--- src/rtl/ysyx_23060208_clint_if.sv ---
`default_nettype none
// ============================================================================
// ysyx_23060208_clint_if : AXI-lite bus bundle between the EXU arbiter and CLINT
// Revision: 1.0
// ============================================================================
interface ysyx_23060208_clint_if #(
    parameter int DATA_WIDTH = 32
) ();
    logic [DATA_WIDTH-1:0] clint_araddr;
    logic                  clint_arvalid;
    logic                  clint_arready;
    logic [DATA_WIDTH-1:0] clint_rdata;
    logic [1:0]            clint_rresp;
    logic                  clint_rvalid;
    logic                  clint_rready;
    logic [DATA_WIDTH-1:0] clint_awaddr;
    logic                  clint_awvalid;
    logic                  clint_awready;
    logic [DATA_WIDTH-1:0] clint_wdata;
    logic [2:0]            clint_wstrb;
    logic                  clint_wvalid;
    logic                  clint_wready;
    logic [1:0]            clint_bresp;
    logic                  clint_bvalid;
    logic                  clint_bready;

    modport master (
        output clint_araddr, clint_arvalid, clint_rready,
        output clint_awaddr, clint_awvalid, clint_wdata, clint_wstrb, clint_wvalid, clint_bready,
        input  clint_arready, clint_rdata, clint_rresp, clint_rvalid,
        input  clint_awready, clint_wready, clint_bresp, clint_bvalid
    );

    modport slave (
        input  clint_araddr, clint_arvalid, clint_rready,
        input  clint_awaddr, clint_awvalid, clint_wdata, clint_wstrb, clint_wvalid, clint_bready,
        output clint_arready, clint_rdata, clint_rresp, clint_rvalid,
        output clint_awready, clint_wready, clint_bresp, clint_bvalid
    );
endinterface
`default_nettype wire

--- src/rtl/ysyx_23060208_clint.sv ---
`default_nettype none
// ============================================================================
// ysyx_23060208_clint : read-only 64-bit mtime responder, writes get SLVERR
// Revision: 1.0
// ============================================================================
module ysyx_23060208_clint #(
    parameter int          DATA_WIDTH = 32,
    parameter logic [31:0] BASE_ADDR  = 32'ha000_0048,
    parameter int          TICK_DIV   = 1
) (
    input  wire                  clk,
    input  wire                  rst,
    ysyx_23060208_clint_if.slave bus
);
    localparam int                    c_DIV_W    = (TICK_DIV > 1) ? $clog2(TICK_DIV) : 1;
    localparam logic [c_DIV_W-1:0]    c_DIV_LAST = c_DIV_W'(TICK_DIV - 1);
    localparam logic [DATA_WIDTH-1:0] c_LO_ADDR  = DATA_WIDTH'(BASE_ADDR);
    localparam logic [DATA_WIDTH-1:0] c_HI_ADDR  = DATA_WIDTH'(BASE_ADDR + 32'd4);
    localparam logic [0:0]            c_R_IDLE   = 1'b0;
    localparam logic [0:0]            c_R_RESP   = 1'b1;
    localparam logic [0:0]            c_W_IDLE   = 1'b0;
    localparam logic [0:0]            c_W_RESP   = 1'b1;

    logic [63:0]           r_mtime;
    logic [c_DIV_W-1:0]    r_div_cnt;
    logic [31:0]           r_hi_snap;
    logic [0:0]            r_rstate;
    logic [DATA_WIDTH-1:0] r_rdata;
    logic [1:0]            r_rresp;
    logic [0:0]            r_wstate;
    logic                  r_aw_done;
    logic                  r_w_done;
    logic [1:0]            r_bresp;

    logic w_ar_hs;
    logic w_r_hs;
    logic w_aw_hs;
    logic w_w_hs;
    logic w_aw_seen;
    logic w_w_seen;
    logic w_unused;

    always_ff @(posedge clk or negedge rst) begin
        if (!rst) begin
            r_div_cnt <= '0;
            r_mtime   <= '0;
        end else if (r_div_cnt == c_DIV_LAST) begin
            r_div_cnt <= '0;
            r_mtime   <= r_mtime + 64'd1;
        end else begin
            r_div_cnt <= r_div_cnt + c_DIV_W'(1);
        end
    end

    assign w_ar_hs = bus.clint_arvalid & (r_rstate == c_R_IDLE);
    assign w_r_hs  = bus.clint_rready  & (r_rstate == c_R_RESP);

    // A low-word read latches the high word so the following high read is coherent.
    always_ff @(posedge clk or negedge rst) begin
        if (!rst) begin
            r_rstate  <= c_R_IDLE;
            r_rdata   <= '0;
            r_rresp   <= 2'b00;
            r_hi_snap <= '0;
        end else if (w_ar_hs) begin
            r_rstate <= c_R_RESP;
            if (bus.clint_araddr[DATA_WIDTH-1:2] == c_LO_ADDR[DATA_WIDTH-1:2]) begin
                r_rdata   <= DATA_WIDTH'(r_mtime[31:0]);
                r_rresp   <= 2'b00;
                r_hi_snap <= r_mtime[63:32];
            end else if (bus.clint_araddr[DATA_WIDTH-1:2] == c_HI_ADDR[DATA_WIDTH-1:2]) begin
                r_rdata <= DATA_WIDTH'(r_hi_snap);
                r_rresp <= 2'b00;
            end else begin
                r_rdata <= '0;
                r_rresp <= 2'b10;
            end
        end else if (w_r_hs) begin
            r_rstate <= c_R_IDLE;
        end
    end

    assign bus.clint_arready = (r_rstate == c_R_IDLE);
    assign bus.clint_rvalid  = (r_rstate == c_R_RESP);
    assign bus.clint_rdata   = r_rdata;
    assign bus.clint_rresp   = r_rresp;

    assign w_aw_hs   = bus.clint_awvalid & bus.clint_awready;
    assign w_w_hs    = bus.clint_wvalid  & bus.clint_wready;
    assign w_aw_seen = r_aw_done | w_aw_hs;
    assign w_w_seen  = r_w_done  | w_w_hs;

    always_ff @(posedge clk or negedge rst) begin
        if (!rst) begin
            r_wstate  <= c_W_IDLE;
            r_aw_done <= 1'b0;
            r_w_done  <= 1'b0;
            r_bresp   <= 2'b00;
        end else if (r_wstate == c_W_IDLE) begin
            if (w_aw_seen && w_w_seen) begin
                r_wstate  <= c_W_RESP;
                r_aw_done <= 1'b0;
                r_w_done  <= 1'b0;
                r_bresp   <= 2'b10;
            end else begin
                r_aw_done <= w_aw_seen;
                r_w_done  <= w_w_seen;
            end
        end else if (bus.clint_bready) begin
            r_wstate <= c_W_IDLE;
        end
    end

    assign bus.clint_awready = (r_wstate == c_W_IDLE) & ~r_aw_done;
    assign bus.clint_wready  = (r_wstate == c_W_IDLE) & ~r_w_done;
    assign bus.clint_bvalid  = (r_wstate == c_W_RESP);
    assign bus.clint_bresp   = r_bresp;

    // Write payload and byte offset carry no meaning for this timer.
    assign w_unused = ^{bus.clint_awaddr, bus.clint_wdata, bus.clint_wstrb, bus.clint_araddr[1:0]};
endmodule
`default_nettype wire

--- src/flat_wrapper.sv ---
// flat-port wrapper written by rule: the top's interface ports become plain ports
module ysyx_23060208_clint_flat 
#(
    parameter int          DATA_WIDTH = 32,
    parameter logic [31:0] BASE_ADDR  = 32'ha000_0048,
    parameter int          TICK_DIV   = 1
)
  (clk, rst, bus_clint_araddr, bus_clint_arvalid, bus_clint_rready, bus_clint_awaddr, bus_clint_awvalid, bus_clint_wdata, bus_clint_wstrb, bus_clint_wvalid, bus_clint_bready, bus_clint_arready, bus_clint_rdata, bus_clint_rresp, bus_clint_rvalid, bus_clint_awready, bus_clint_wready, bus_clint_bresp, bus_clint_bvalid);
  ysyx_23060208_clint_if #(.DATA_WIDTH(DATA_WIDTH)) bus_i ();
  input  wire clk;
  input  wire rst;
  input wire logic [$bits(bus_i.clint_araddr)-1:0] bus_clint_araddr;
  input wire logic [$bits(bus_i.clint_arvalid)-1:0] bus_clint_arvalid;
  input wire logic [$bits(bus_i.clint_rready)-1:0] bus_clint_rready;
  input wire logic [$bits(bus_i.clint_awaddr)-1:0] bus_clint_awaddr;
  input wire logic [$bits(bus_i.clint_awvalid)-1:0] bus_clint_awvalid;
  input wire logic [$bits(bus_i.clint_wdata)-1:0] bus_clint_wdata;
  input wire logic [$bits(bus_i.clint_wstrb)-1:0] bus_clint_wstrb;
  input wire logic [$bits(bus_i.clint_wvalid)-1:0] bus_clint_wvalid;
  input wire logic [$bits(bus_i.clint_bready)-1:0] bus_clint_bready;
  output wire logic [$bits(bus_i.clint_arready)-1:0] bus_clint_arready;
  output wire logic [$bits(bus_i.clint_rdata)-1:0] bus_clint_rdata;
  output wire logic [$bits(bus_i.clint_rresp)-1:0] bus_clint_rresp;
  output wire logic [$bits(bus_i.clint_rvalid)-1:0] bus_clint_rvalid;
  output wire logic [$bits(bus_i.clint_awready)-1:0] bus_clint_awready;
  output wire logic [$bits(bus_i.clint_wready)-1:0] bus_clint_wready;
  output wire logic [$bits(bus_i.clint_bresp)-1:0] bus_clint_bresp;
  output wire logic [$bits(bus_i.clint_bvalid)-1:0] bus_clint_bvalid;
  assign bus_i.clint_araddr = bus_clint_araddr;
  assign bus_i.clint_arvalid = bus_clint_arvalid;
  assign bus_i.clint_rready = bus_clint_rready;
  assign bus_i.clint_awaddr = bus_clint_awaddr;
  assign bus_i.clint_awvalid = bus_clint_awvalid;
  assign bus_i.clint_wdata = bus_clint_wdata;
  assign bus_i.clint_wstrb = bus_clint_wstrb;
  assign bus_i.clint_wvalid = bus_clint_wvalid;
  assign bus_i.clint_bready = bus_clint_bready;
  assign bus_clint_arready = bus_i.clint_arready;
  assign bus_clint_rdata = bus_i.clint_rdata;
  assign bus_clint_rresp = bus_i.clint_rresp;
  assign bus_clint_rvalid = bus_i.clint_rvalid;
  assign bus_clint_awready = bus_i.clint_awready;
  assign bus_clint_wready = bus_i.clint_wready;
  assign bus_clint_bresp = bus_i.clint_bresp;
  assign bus_clint_bvalid = bus_i.clint_bvalid;
  ysyx_23060208_clint #(.DATA_WIDTH(DATA_WIDTH), .BASE_ADDR(BASE_ADDR), .TICK_DIV(TICK_DIV)) u_core (.clk(clk), .rst(rst), .bus(bus_i));
endmodule
--- config.mk ---
export PLATFORM = sky130hd
export DESIGN_NAME = ysyx_23060208_clint_flat
export DESIGN_NICKNAME = d
export VERILOG_FILES = /design/src/rtl/ysyx_23060208_clint_if.sv /design/src/rtl/ysyx_23060208_clint.sv /design/src/flat_wrapper.sv
export SDC_FILE = /design/constraint.sdc
export NUM_CORES = 1
export LEC_CHECK = 0
export ABC_AREA = 1
export CAP_MARGIN = 40
export CORE_UTILIZATION = 45
export CTS_BUF_LIST = sky130_fd_sc_hd__clkbuf_2
export DETAILED_ROUTE_END_ITERATION = 12
export PLACE_DENSITY = 0.72
export REMOVE_ABC_BUFFERS = 1
export SYNTH_ARGS = -nofsm -noshare
export SYNTH_HDL_FRONTEND = slang
export SYNTH_SLANG_ARGS = --single-unit
--- constraint.sdc ---
create_clock -name clk -period 4.8 [get_ports clk]
set_clock_uncertainty 0.05 [all_clocks]
set_input_delay 1.44 -clock clk [delete_from_list [all_inputs] [get_ports clk]]
set_output_delay 1.44 -clock clk [all_outputs]
set_load 0.02 [all_outputs]
==> impl_metrics.py, run 1 <==
metrics = {
    "yosys": {
        "synth_largest_area_cell": "dfrtp_1",
        "yosys.cell_types.count": 30,
        "synth_commonest_cells": "300 x nand2_1, 140 x nor2_1, 134 x dfrtp_1, 115 x nand3_1, 56 x inv_1",
        "count_of_flip_flops_with_a_built_in_enable_after_synthesis": 0,
        "async_reset_ff_share_pct": 100,
        "synth.area.top_cells": "dfrtp_1 48%, nand2_1 16%, nand3_1 8.3%, nor2_1 7.5%, xnor2_1 3.4%",
        "synth.top_cell.area_share_pct": 48.1,
        "postSynth.topFlopCell": "dfrtp_1",
        "seq_area_frac_synth_pct": 48.1,
        "netlist_instances": 918,
        "mappedNetlistArea_um2": 6970,
        "syn_area_per_cell_um2": 7.59,
        "synth-seq-cells": 134,
        "ys_warn_count": 0,
        "synthMostInstantiatedCell": "nand2_1",
    },
    "clocking": {
        "clkSinkCount": 134,
        "cts-htree-levels": 4,
        "clk_transition_reported_paths_ns": 0.19,
        "number_of_hold_buffers_added_after_cts": 0,
        "cts_tree": "done",
        "worstSkewPairLatency_ns": 0.75,
        "clock-root-buffer": "clkbuf_2",
        "numCtsBuffers": 17,
        "ctsResizeCount": 0,
        "post_cts_repair_setup_buffers": 0,
        "clock_path_buffers": 2,
    },
    "floorplan": {
        "die_width_um": 126,
        "die_h_um": 126,
        "dieArea_um2": 16000,
        "core.rowCount": 45,
        "top_level_ports": 147,
        "floorplan.initialDensity_pct": 46.0,
        "core-area_um2": 15100,
    },
    "detailed_routing": {
        "routed_wl_um": 18300,
        "routed_wire_length_per_instance_um": 15.3,
        "detailroute.via_count": 6176,
        "maxUsedRoutingLayer": "met4",
        "drt.antenna.violating_nets": 0,
        "detail_route.iter0.violations": 515,
        "met1Wirelength_um": 8870,
        "route.detailed.vias_per_inst": 5.17,
        "route.detailed.drc": 0,
        "detailroute.wirelength.met3_um": 879,
        "drt-pass1-iter-count": 6,
        "routed_length_on_met2_um": 8250,
    },
    "setup_path": {
        "critPathKind": "flop to primary output",
        "crit-reg2reg-launch": "u_core.r_mtime[0]",
        "worstRegToRegCells": 8,
        "regToRegEndpoint": "u_core.r_mtime[60]",
        "crit_slowest_cell": "clkdlybuf4s50_1",
        "reg2reg_setup_slack_ns": 2.61,
        "startpoint": "u_core.bus.clint_bvalid",
        "start_kind": "flop",
        "crit_fanout": 6,
        "setup.worst_path.end_class": "primary output",
        "crit_path_cell_trace": "nor2_1 -> clkdlybuf4s50_1",
        "critical_path_buf_inv_count": 1,
        "slowest_delay_ns": 0.60,
        "cpLargestDelayFamily": "buffers and inverters",
        "arrival_ns": 1.94,
        "timing.critical_path.required_ns": 3.31,
    },
    "global_routing": {
        "global_route.overflow_total": 0,
        "grtUsageTotal_pct": 24.7,
        "antenna_violations_before_repair": 1,
        "first_global_vias": 5828,
        "grt_first_pass_wirelength_um": 30100,
        "grt_start_max_net_pins": 78,
    },
    "cells_and_area": {
        "num-nets-final": 1101,
        "num-fill-cells": 1476,
        "fin_cells": 1195,
        "area_added_between_synthesis_and_finish_pct": 16.7,
        "drive_above_1_share_pct": 6.56,
        "finalInstanceArea_um2": 8140,
    },
    "timing": {
        "grt_setup_unrepaired": "no",
        "report.final.slew_viol_count": 0,
        "worst_slew_pin_slew_ns": 0.674,
        "setup_viol": 0,
        "slew_headroom_pct": 55.1,
        "final_min_period_over_clock_period_pct": 71.4,
        "totalNegativeSetupSlack_ns": 0,
        "max_freq_mhz": 292,
        "finalHoldViolCount": 0,
        "finalCriticalPeriod_ns": 3.43,
    },
    "min_path": {
        "hold_depth": 2,
        "hold_class": "flop to flop",
        "hp-start": "u_core.bus.clint_bresp[1]",
        "hold-path-endpoint": "u_core.bus.clint_bresp[1]",
    },
    "placed_design": {
        "gp_congestion": 0.925,
        "dp_cells": 1163,
        "cell_area_after_placement_um2": 7900,
        "port_buffers": 75,
        "dp_hpwl_um": 13700,
    },
    "pwr": {
        "leakage_power_uw": 0.00376,
        "power_density_over_cell_area_nw_per_um2": 252,
        "max-vdd-ir-drop_v": 0.000145,
    },
    "outcome": {
        "outcome": "finished clean",
    },
    "flow_run": {
        "drv_cap": 0,
    },
}
cell families after synthesis:
family,synth area share (%)
XOR/XNOR,5.91
AO/OA/AOI/OAI,3.46
other,0.0538
AND/OR/NAND/NOR,37.0
adder cells (fa/ha/maj),0.179
flip-flops,48.1
buffers and inverters,5.28
stage by stage:
stage / setup WS [ns] / utilization [%] / total power (uW) / hold slack (ns)
global placement: 1.28 / 52.0 / 1370 / 0.401
global route: 1.26 / 53.7 / 2140 / 0.478
detailed placement: 1.24 / 52.2 / 1370 / 0.406
CTS: 1.32 / 53.7 / 2070 / 0.449
finish: 1.37 / 53.7 / 2050 / 0.444
floorplan: 1.19 / - / 1260 / 0.412
power by group:
| part | internal, uW | total (uW) | switching [uW] |
|---|---|---|---|
| Clock | 287 | 696 | 409 |
| Sequential | 1140 | 1150 | 10.5 |
| Combinational | 77.8 | 198 | 120 |
| Total | 1510 | 2050 | 539 |
sequential cells by signal, indices dropped and copies added (netlist names):
signal and count:
u_core.bus.clint_bresp 1, u_core.bus.clint_bvalid 1, u_core.bus.clint_rdata 32, u_core.bus.clint_rresp 1, u_core.bus.clint_rvalid 1, u_core.r_aw_done 1, u_core.r_hi_snap 32, u_core.r_mtime 64
u_core.r_w_done 1
layout by cell type (no fill, tap or decap), drive strengths merged, types with 6 or more instances in the layout:
cell           count
nand3            115
inv               60
xnor2             27
clkbuf            20
o21ai             45
nor2             154
nand4              7
nand2            305
nand3b             8
xor2              20
clkinv             6
buf                8
dfrtp            134
clkdlybuf4s50     74
nor3               8
layer usage:
layer | global-route usage (%) | vias to the layer above
li1 | - | 3052
met1 | 36.0 | 2932
met2 | 37.2 | 164
met3 | 4.39 | 28
met4 | 8.15 | 0
met5 | 0 | -
tightest hold or removal path: stages (launching register included):
cell and delay, ns:
dfrtp_1 0.39, inv_1 0.04, nand2_1 0.05
area by class of cell:
type	count	area (um2)	share of cell area, %
Sequential cell	134	3350	41.2
Multi-Input combinational cell	699	3260	40.0
Timing Repair Buffer	82	830	10.2
Tap cell	188	235	2.89
Inverter	60	225	2.77
Clock inverter	11	134	1.65
Clock buffer	20	100	1.23
Antenna cell	1	2.50	0.0308
worst max-delay path by stage:
stage	cells past startpoint	endpoint	slack (ns)
final	2	bus_clint_awready	1.37
after global routing	2	bus_clint_awready	1.26
after CTS	2	bus_clint_awready	1.32
after detailed placement	9	u_core.r_hi_snap[6]	1.24
after global placement	9	u_core.r_hi_snap[6]	1.28
after floorplan	4	u_core.bus.clint_rresp[1]	1.19
Note: power is estimated with default switching activity, not from simulation.
==> inputs of run 2 (changes only) <==
clock period = 3.37 ns   (was 4.8 ns; I/O delays follow)
==> impl_metrics.py, run 2 (same netlist as run 1, synthesis figures left out) <==
metrics = {
    "outcome": {
        "outcome": "finished clean",
    },
    "placed_design": {
        "gp_congestion": 0.901,
        "cell_area_after_placement_um2": 7930,
        "port_buffers": 75,
        "dp_hpwl_um": 14000,
    },
    "floorplan": {
        "top_level_ports": 147,
        "dieArea_um2": 16000,
        "die_h_um": 126,
        "die_width_um": 126,
        "floorplan.initialDensity_pct": 46.0,
        "core.rowCount": 45,
        "core-area_um2": 15100,
    },
    "clocking": {
        "cts_tree": "done",
        "clock-root-buffer": "clkbuf_2",
        "clk_transition_reported_paths_ns": 0.20,
        "ctsResizeCount": 0,
        "number_of_hold_buffers_added_after_cts": 0,
        "worstSkewPairLatency_ns": 0.72,
        "numCtsBuffers": 17,
        "cts-htree-levels": 4,
        "clkSinkCount": 134,
        "post_cts_repair_setup_buffers": 0,
        "clock_path_buffers": 2,
    },
    "global_routing": {
        "grt_start_max_net_pins": 60,
        "global_route.overflow_total": 0,
        "grt-busiest-layer": "met2",
        "groute.layer.met3.usage_pct": 4.81,
        "first_global_vias": 5824,
        "grt_first_pass_wirelength_um": 30300,
        "antenna_violations_before_repair": 1,
        "grtUsageTotal_pct": 24.8,
        "grt_use_met1_pct": 34.9,
        "groute.layer.met2.usage_pct": 38.9,
    },
    "setup_path": {
        "crit_fanout": 6,
        "arrival_ns": 1.88,
        "setup.worst_path.end_class": "primary output",
        "start_kind": "flop",
        "timing.critical_path.required_ns": 2.31,
        "critPathKind": "flop to primary output",
    },
    "timing": {
        "setup_viol": 0,
        "worst_slew_pin_slew_ns": 0.501,
        "finalCriticalPeriod_ns": 2.94,
        "finalHoldViolCount": 0,
        "slew_headroom_pct": 66.5,
        "max_freq_mhz": 341,
        "grt_setup_unrepaired": "no",
        "final_min_period_over_clock_period_pct": 87.1,
        "totalNegativeSetupSlack_ns": 0,
        "report.final.slew_viol_count": 0,
    },
    "min_path": {
        "hold_class": "input port to asynchronous set/reset pin",
    },
    "pwr": {
        "finalPower_uw": 2900,
        "power_density_over_cell_area_nw_per_um2": 356,
        "max-vdd-ir-drop_v": 0.000204,
        "leakage_power_uw": 0.00377,
    },
    "flow_run": {
        "drv_cap": 0,
    },
    "cells_and_area": {
        "largest_register_ff_count": 64,
        "num-nets-final": 1104,
        "area_added_between_synthesis_and_finish_pct": 17.1,
        "layout_commonest_cell": "nand2_1",
        "finalInstanceArea_um2": 8160,
        "final_cell_mix": "299 x nand2_1, 140 x nor2_1, 134 x dfrtp_1, 115 x nand3_1, 74 x clkdlybuf4s50_1",
        "drive_above_1_share_pct": 6.55,
        "register_with_the_highest_flop_count": "u_core.r_mtime",
    },
    "detailed_routing": {
        "route.detailed.vias_per_inst": 5.12,
        "detailroute.via_count": 6132,
        "drt.antenna.violating_nets": 0,
        "detail_route.iter0.violations": 373,
        "routed_wl_um": 18400,
        "drt-pass1-iter-count": 5,
        "routed_wire_length_per_instance_um": 15.4,
        "route.detailed.drc": 0,
    },
}
run 2: changes by cell type in the layout (fill, tap and decap cells not counted):
cell        change
clkinvlp_4      -1
buf_4           +2
clkbuf_2        -2
clkinv_2        -1
clkinv_4        +1
clkinv_1        +2
buf_12          +1
run 2: layout make-up:
class / instances / area, um2
antenna: 1 / 2.50
clock buffer: 18 / 90.1
clock inverter: 12 / 138
fill: 1450 / 6980
inverter: 60 / 225
multi-input combinational: 699 / 3260
sequential: 134 / 3350
tap: 188 / 235
timing repair buffer: 85 / 865
run 2: stage by stage:
stage                     util, %  hold slack, ns  instances  worst slack (ns)
after floorplan                 -           0.412        893             0.190
after global placement       52.4           0.399       1166             0.447
after detailed placement     52.4           0.405       1166             0.427
after CTS                    53.9           0.121       1196             0.351
after global routing         53.9           0.102       1197             0.292
final                        53.9           0.151       1197             0.433
run 2: path summary, 6_finish.rpt:
kind / startpoint / endpoint / slack (ns) / cells past startpoint
setup / recovery: u_core.bus.clint_bvalid / bus_clint_awready / 0.43 / 2
hold / removal: rst / u_core.r_mtime[41] / 0.15 / 1
setup reg to reg: u_core.r_mtime[0] / u_core.r_mtime[60] / 1.17 / 8
hold reg to reg: u_core.bus.clint_bresp[1] / u_core.bus.clint_bresp[1] / 0.43 / 2
max in group asynchronous: rst / u_core.bus.clint_rdata[13] / 2.39 / 2
min in group clk: u_core.bus.clint_bresp[1] / u_core.bus.clint_bresp[1] / 0.43 / 2
run 2: worst max-delay path, cell delays in order, from the launching register on:
cell and delay [ns]:
dfrtp_1 0.46, nor2_1 0.12, clkdlybuf4s50_1 0.61
run 2: report_power, final:
part / switching, uW / internal [uW]
Sequential: 13.9 / 1630
Clock: 577 / 397
Combinational: 173 / 113
Total: 764 / 2140
run 2: metal layers:
layer  up-vias  share of wire [%]
li1       3068                  -
met3        23                4.4
met1      2911                 49
met2       130                 45
met5         -                  0
met4         0                1.7
==> inputs of run 3 (changes only) <==
SLEW_MARGIN = 20   (was unset)
==> results of run 3 <==
No change in the layout: final DEF, timing and power equal those of run 2.
